### config.mk
export PLATFORM = sky130hd
export DESIGN_NAME = wb_commit
export DESIGN_NICKNAME = d
export VERILOG_FILES = /design/src/rtl/wb_commit.sv
export SDC_FILE = /design/constraint.sdc
export NUM_CORES = 1
export LEC_CHECK = 0
export CELL_PAD_IN_SITES_DETAIL_PLACEMENT = 0
export CELL_PAD_IN_SITES_GLOBAL_PLACEMENT = 2
export CORE_UTILIZATION = 34
export DETAILED_ROUTE_END_ITERATION = 6
export DONT_BUFFER_PORTS = 1
export PLACE_DENSITY = 0.83
export RECOVER_POWER = 100
export SLEW_MARGIN = 30
export SYNTH_ARGS = -nofsm -noshare
export SYNTH_HDL_FRONTEND = slang
export SYNTH_SLANG_ARGS = --single-unit
### constraint.sdc
create_clock -name clk -period 4.2 [get_ports clk]
set_input_delay 0 -clock clk [delete_from_list [all_inputs] [get_ports clk]]
set_output_delay 0 -clock clk [all_outputs]
set_load 0.01 [all_outputs]
### src/rtl/wb_commit.sv
// Write-back commit stage: merges EXU and LSU results into one registered
// commit per cycle, parking a same-cycle EXU result in a single pending slot.
module wb_commit #(
  parameter int CNT_W = 64
) (
  input  logic             clk,
  input  logic             rst_n,
  input  logic             ex_valid,
  input  logic [31:0]      ex_pc,
  input  logic [63:0]      ex_data,
  input  logic [4:0]       ex_rd,
  input  logic             ex_wen,
  output logic             ex_ready,
  input  logic             ls_valid,
  input  logic [31:0]      ls_pc,
  input  logic [63:0]      ls_data,
  input  logic [4:0]       ls_rd,
  input  logic             ls_wen,
  input  logic             ls_incache,
  output logic             ls_ready,
  output logic [70:0]      sideway,
  output logic             wb_valid,
  output logic [31:0]      wb_pc,
  output logic [CNT_W-1:0] retire_cnt,
  output logic [31:0]      conflict_cnt
);

  logic             pend_valid_q, pend_valid_d;
  logic [31:0]      pend_pc_q, pend_pc_d;
  logic [63:0]      pend_data_q, pend_data_d;
  logic [4:0]       pend_rd_q, pend_rd_d;
  logic             pend_wen_q, pend_wen_d;
  logic             wb_valid_q, wb_valid_d;
  logic [31:0]      wb_pc_q, wb_pc_d;
  logic [70:0]      sideway_q, sideway_d;
  logic [CNT_W-1:0] retire_cnt_q, retire_cnt_d;
  logic [31:0]      conflict_cnt_q, conflict_cnt_d;

  // Readiness depends only on the pending slot so it never loops through *_valid.
  assign ex_ready = !pend_valid_q;
  assign ls_ready = !pend_valid_q;

  always_comb begin
    pend_valid_d   = pend_valid_q;
    pend_pc_d      = pend_pc_q;
    pend_data_d    = pend_data_q;
    pend_rd_d      = pend_rd_q;
    pend_wen_d     = pend_wen_q;
    wb_valid_d     = 1'b0;
    wb_pc_d        = wb_pc_q;
    sideway_d      = {sideway_q[70:1], 1'b0};
    conflict_cnt_d = conflict_cnt_q;

    if (pend_valid_q) begin
      wb_valid_d   = 1'b1;
      wb_pc_d      = pend_pc_q;
      sideway_d    = {1'b1, pend_data_q, pend_rd_q, pend_wen_q && (pend_rd_q != 5'd0)};
      pend_valid_d = 1'b0;
    end else if (ls_valid) begin
      wb_valid_d = 1'b1;
      wb_pc_d    = ls_pc;
      sideway_d  = {ls_incache, ls_data, ls_rd, ls_wen && (ls_rd != 5'd0)};
      if (ex_valid) begin
        pend_valid_d   = 1'b1;
        pend_pc_d      = ex_pc;
        pend_data_d    = ex_data;
        pend_rd_d      = ex_rd;
        pend_wen_d     = ex_wen;
        conflict_cnt_d = conflict_cnt_q + 32'd1;
      end
    end else if (ex_valid) begin
      wb_valid_d = 1'b1;
      wb_pc_d    = ex_pc;
      sideway_d  = {1'b1, ex_data, ex_rd, ex_wen && (ex_rd != 5'd0)};
    end

    retire_cnt_d = retire_cnt_q + {{(CNT_W-1){1'b0}}, wb_valid_d};
  end

  always_ff @(posedge clk) begin
    if (rst_n) begin
      pend_valid_q   <= 1'b0;
      wb_valid_q     <= 1'b0;
      wb_pc_q        <= '0;
      sideway_q      <= '0;
      retire_cnt_q   <= '0;
      conflict_cnt_q <= '0;
    end else begin
      pend_valid_q   <= pend_valid_d;
      wb_valid_q     <= wb_valid_d;
      wb_pc_q        <= wb_pc_d;
      sideway_q      <= sideway_d;
      retire_cnt_q   <= retire_cnt_d;
      conflict_cnt_q <= conflict_cnt_d;
    end
  end

  // Pending payload is qualified by pend_valid_q, so it needs no reset.
  always_ff @(posedge clk) begin
    pend_pc_q   <= pend_pc_d;
    pend_data_q <= pend_data_d;
    pend_rd_q   <= pend_rd_d;
    pend_wen_q  <= pend_wen_d;
  end

  assign wb_valid     = wb_valid_q;
  assign wb_pc        = wb_pc_q;
  assign sideway      = sideway_q;
  assign retire_cnt   = retire_cnt_q;
  assign conflict_cnt = conflict_cnt_q;

endmodule

# ---- Word level (Yosys, flattened, before mapping)
# Cells that the tools add are included.
dict set report totals {
  ff_bits 303
  latch_bits 0
  ramBits 0
  romBits 0
  inputBits 209
  out_inout_bits 202
  elab_cells 34
  mem_count 0
}
dict set report op_classes {
  add_sub_neg 2
  n_mul 0
  div_mod_pow 0
  order_cmp 0
  eq_ne 0
  shift 0
  mux 9
  bitwise_logic 2
  n_reduce_logical 10
}
# cell count
set ops {}
lappend ops {{71-bit 2-to-1 mux} 3}
lappend ops {{32-bit 2-to-1 mux} 3}
lappend ops {{64-bit by 1-bit adder with 64-bit output} 1}
lappend ops {{32-bit by 1-bit adder with 32-bit output, second input constant} 1}
lappend ops {{5-bit nonzero test} 3}
lappend ops {{1-bit logical AND} 3}
lappend ops {{1-bit 2-to-1 mux} 3}
lappend ops {{3-bit AND reduction} 1}
lappend ops {{3-bit nonzero test} 1}
lappend ops {{3-bit OR reduction} 1}
lappend ops {{1-bit inverter} 2}
lappend ops {{1-bit logical NOT} 1}

# ---- Depth between registers and ports, before layout
dict set report depth {
  word_depth 5
  depth_mapped 13
  ltp_nobuf 9
}

# ---- Worst setup path before layout
# No wires, ideal clock.
dict set report synth_path {
  path_type {flip-flop to flip-flop}
  from {register pend_valid_q}
  to {register conflict_cnt_q[2] (netlist: conflict_cnt[2])}
  setup_ns 0.128
  t_arrival_ns 4.009
  t_required_ns 4.072
  path_slack_ns 0.063
  stages_incl_launch_ff 7
  path_buffers 1
  synth_period_minus_slack_ns 4.137
  cell_sequence {dfxtp_1 inv_1 and3_1 clkbuf_1 nand2_1 xor2_1 nor2_1}
}
dict set report synth_between {
  elab_chain_len 2
}
# element line_no
set synth_rtl {}
lappend synth_rtl {{start: declaration} 28} ;# logic pend_valid_q, pend_valid_d;
lappend synth_rtl {{start signal: assignment} 89} ;# pend_valid_q <= pend_valid_d;
lappend synth_rtl {{1-bit inverter (no source line)} n/a}
lappend synth_rtl {{3-bit AND reduction (no source line)} n/a}
lappend synth_rtl {{end signal: assignment} 94} ;# conflict_cnt_q <= conflict_cnt_d;
lappend synth_rtl {{end: declaration} 37} ;# logic [31:0] conflict_cnt_q, conflict_cnt_d;
# Every way passes these cells.
# A chain may end at the register's enable or synchronous reset.

# ---- Worst setup path in the final report
dict set report layout_path {
  from {register pend_valid_q}
  to {register wb_pc_q[5] (netlist: wb_pc[5])}
}
dict set report layout_between {
  elab_chain_len 1
  word_cells_on_any_way 2
  classes_between {mux (1); reduce/logical (1)}
}
# element line_no
set layout_rtl {}
lappend layout_rtl {{3-bit nonzero test (no source line) / 32-bit 2-to-1 mux (equally long branches)} n/a}
lappend layout_rtl {{end signal: assignment} 91} ;# wb_pc_q <= wb_pc_d;
lappend layout_rtl {{end: declaration} 34} ;# logic [31:0] wb_pc_q, wb_pc_d;
# Several ways; a longest one is shown, not always the timed one.

==> impl_metrics.tcl <==
set metrics [dict create \
    slowest_stage "clkbuf_2" \
    met3_usage_pct 6.91 \
    period_share_pct 83.2 \
    clk_pin_slew_ns 0.06 \
    grt_start_max_net_pins 200 \
    routedWlPerCell_um 20.8 \
    drv_cap 2 \
    dp_slack_ns 1.11 \
    clk_latency_ns 0.54 \
    die_y_um 194 \
    clock-sinks 303 \
    drt-total-wl_um 41800 \
    power_density_mw_per_mm2 420 \
    worst_clock_skew_ns 0.0170 \
    worstPathArrival_ns 3.93 \
    numCtsBuffers 36 \
    cts_max_level 2 \
    hp-start "ex_rd[4]" \
    finalWorstPathRequiredPeriod_ns 3.50 \
    slew_viol_final 115 \
    synth_async_sr_flop_share_pct 0 \
    status "finished with violations" \
    synthToLayoutAreaGrowth_pct 29.3 \
    path_cells "clkinvlp_2 -> buf_4 -> clkbuf_2 -> o211ai_1 -> a21oi_1 -> dlygate4sd3_1" \
    synth_top_flop_cell "dfxtp_1" \
    post_cts.repair.setup_buffers 0 \
    worstSetupEndpointType "flop" \
    cpPeakStageDelay_ns 0.78 \
    max_slew_margin_pct -49.4 \
    syn_nets 1534 \
    first_pass_iters 5 \
    ant_nets 0 \
    syn_area_mm2 0.0126 \
    cp_top_family "buffers and inverters" \
    rsz0062_at_grt "no" \
    vias 10894 \
    min_path_cells 4 \
    finish.utilization_pct 44.5 \
    holdPathEnd "sideway[0]" \
    io_pins 411 \
    cts_buffer_depth 3 \
    dieArea_mm2 0.0378 \
    met2_usage_pct 36.7 \
    start_util_pct 34.4 \
    crit_buf_inv 4 \
    worst_slack_ns 0.704 \
    portBuffers 0 \
    yosysWarnings 0 \
    rows 70 \
    peakVddDrop_mv 0.458 \
    nets 1722 \
    setup_viol 0 \
    tns_ns 0 \
    die_w_um 194 \
    criticalPathCategory "reg2reg" \
    final_hold_viol_count 1 \
    crit_fanout 67 \
    rrSetupSlack_ns 0.70 \
    ys_seq_area_share_pct 56.3 \
    synth_enable_flop_cells 102 \
    grt-ovfl-total 0 \
    hold_buffers 228 \
    viasPerCell 5.42 \
    layout-drive-gt1-share_pct 4.62 \
    cts_resized 0 \
    reg2reg_depth 6 \
    violations "hold timing, capacitance limit, slew limit" \
    finalWeightedCongestion 0.847 \
    critPathRequiredTime_ns 4.63 \
    ys_types 43 \
    antenna_found_initial 4 \
    leakagePower_nw 5.74 \
    worstMarginPinSlew_ns 2.24 \
    fillers 3393 \
    drc 0 \
    power_w 0.00683 \
    hold_path_class "in2reg" \
    crit_path_start_kind "flop" \
    drt_iter0_markers 633 \
    r2r-start "pend_valid_q" \
    cts_tree "done" \
    avgSynthCellArea_um2 9.51 \
    fmax_mhz 286 \
    ys_seq_elements 303 \
    cts_root_buf "clkbuf_16" \
    grt_pass1_vias 10988 \
    top_usage_layer "met2" \
    r2r-end "wb_pc[5]" \
    core_area_mm2 0.0365 \
    use_met1_pct 24.8 \
    syn_inst 1322 \
    grt_first_pass_wirelength_um 64000 \
    dp_hpwl_um 25800 \
    grt_usage_pct 21.6 \
    timing.hold.ws_ns -0.000638 \
]
[where the power goes]
part / internal (W) / switching, W
Sequential: 0.00318 / 0.000149
Clock: 0.00165 / 0.00127
Combinational: 0.000282 / 0.000306
[worst max-delay path by stage]
stage,from,end,slack (ns),cells past startpoint
final,pend_valid_q,wb_pc[5],0.70,6
after global routing,pend_valid_q,wb_pc[5],0.36,6
after CTS,pend_valid_q,retire_cnt[58],1.07,9
after detailed placement,pend_valid_q,retire_cnt[58],1.11,9
after global placement,pend_valid_q,retire_cnt[54],1.21,9
after floorplan,pend_valid_q,conflict_cnt[2],0.06,6
[metal layers]
layer | part of all wire [%] | up-vias | routed length [um]
met1 | 39 | 5155 | 16300
li1 | - | 5156 | -
met3 | 9.0 | 87 | 3780
met4 | 3.6 | 0 | 1520
met2 | 48 | 496 | 20200
met5 | 0 | - | 0
[synth_stat cells (all sizes together) (34+ instances only)]
| master | n | area share (%) |
|---|---|---|
| a21oi | 65 | 2.6 |
| clkbuf | 76 | 2.3 |
| dfxtp | 201 | 32 |
| edfxtp | 102 | 24 |
| nand2 | 165 | 4.9 |
| nand3 | 37 | 1.6 |
| nor2 | 143 | 4.3 |
| nor3 | 84 | 3.4 |
| o211ai | 34 | 2.0 |
| o21ai | 85 | 3.4 |
| o22ai | 69 | 3.4 |
| xnor2 | 34 | 2.4 |
[layout make-up]
cell class | count | area, um2 | share of cell area, %
flip-flops and latches | 303 | 7090 | 43.6
multi-input cells | 912 | 5060 | 31.1
repair buffers | 241 | 2380 | 14.6
clock buffers | 49 | 981 | 6.03
well taps | 468 | 586 | 3.60
clock inverters | 17 | 93.8 | 0.577
inverters | 16 | 63.8 | 0.392
diodes | 4 | 10.0 | 0.0615
[sequential cells by signal, indices dropped and copies added (netlist names)]
| signal | flops |
|---|---|
| pend_valid_q | 1 |
| pend_wen_q | 1 |
| wb_pc | 32 |
| sideway | 71 |
| retire_cnt | 64 |
| pend_data_q | 64 |
| conflict_cnt | 32 |
| pend_rd_q | 5 |
| pend_pc_q | 32 |
| wb_valid | 1 |
[worst reg2reg max path, delay by kind of cell (launching register included)]
kind            cells  cell delay, ns
buf+inv             4            2.44
flops               1            0.40
compound gates      2            0.55
[cell families (layout without fill, tap and decap cells)]
| family | after synthesis | after routing | share of synthesized area, % |
|---|---|---|---|
| AND/OR/NAND/NOR | 542 | 542 | 20.4 |
| flip-flops | 303 | 303 | 56.3 |
| AO/OA/AOI/OAI | 269 | 269 | 12.4 |
| buffers and inverters | 107 | 323 | 3.32 |
| XOR/XNOR | 64 | 64 | 4.46 |
| multiplexers | 34 | 34 | 2.72 |
| adder cells (fa/ha/maj) | 3 | 3 | 0.298 |
| other | 0 | 4 | 0 |
[through the flow]
step                instances  instance area (um2)
floorplan                1322                12600
global placement         1711                12900
finish                   2010                16300
global route             2010                16300
detailed placement       1712                13000
CTS                      2006                16400
[layout by cell type, fill, tap and decap left out, types with 34 or more instances in the layout]
cell type,count
clkbuf_16,37
o21ai_0,85
nand2_1,165
dlygate4sd3_1,225
nor3_1,83
nor2_1,143
edfxtp_1,102
o22ai_1,69
o211ai_1,34
dfxtp_1,201
a21oi_1,65
nand3_1,36
xnor2_1,34
(Power assumes the default switching activity.)
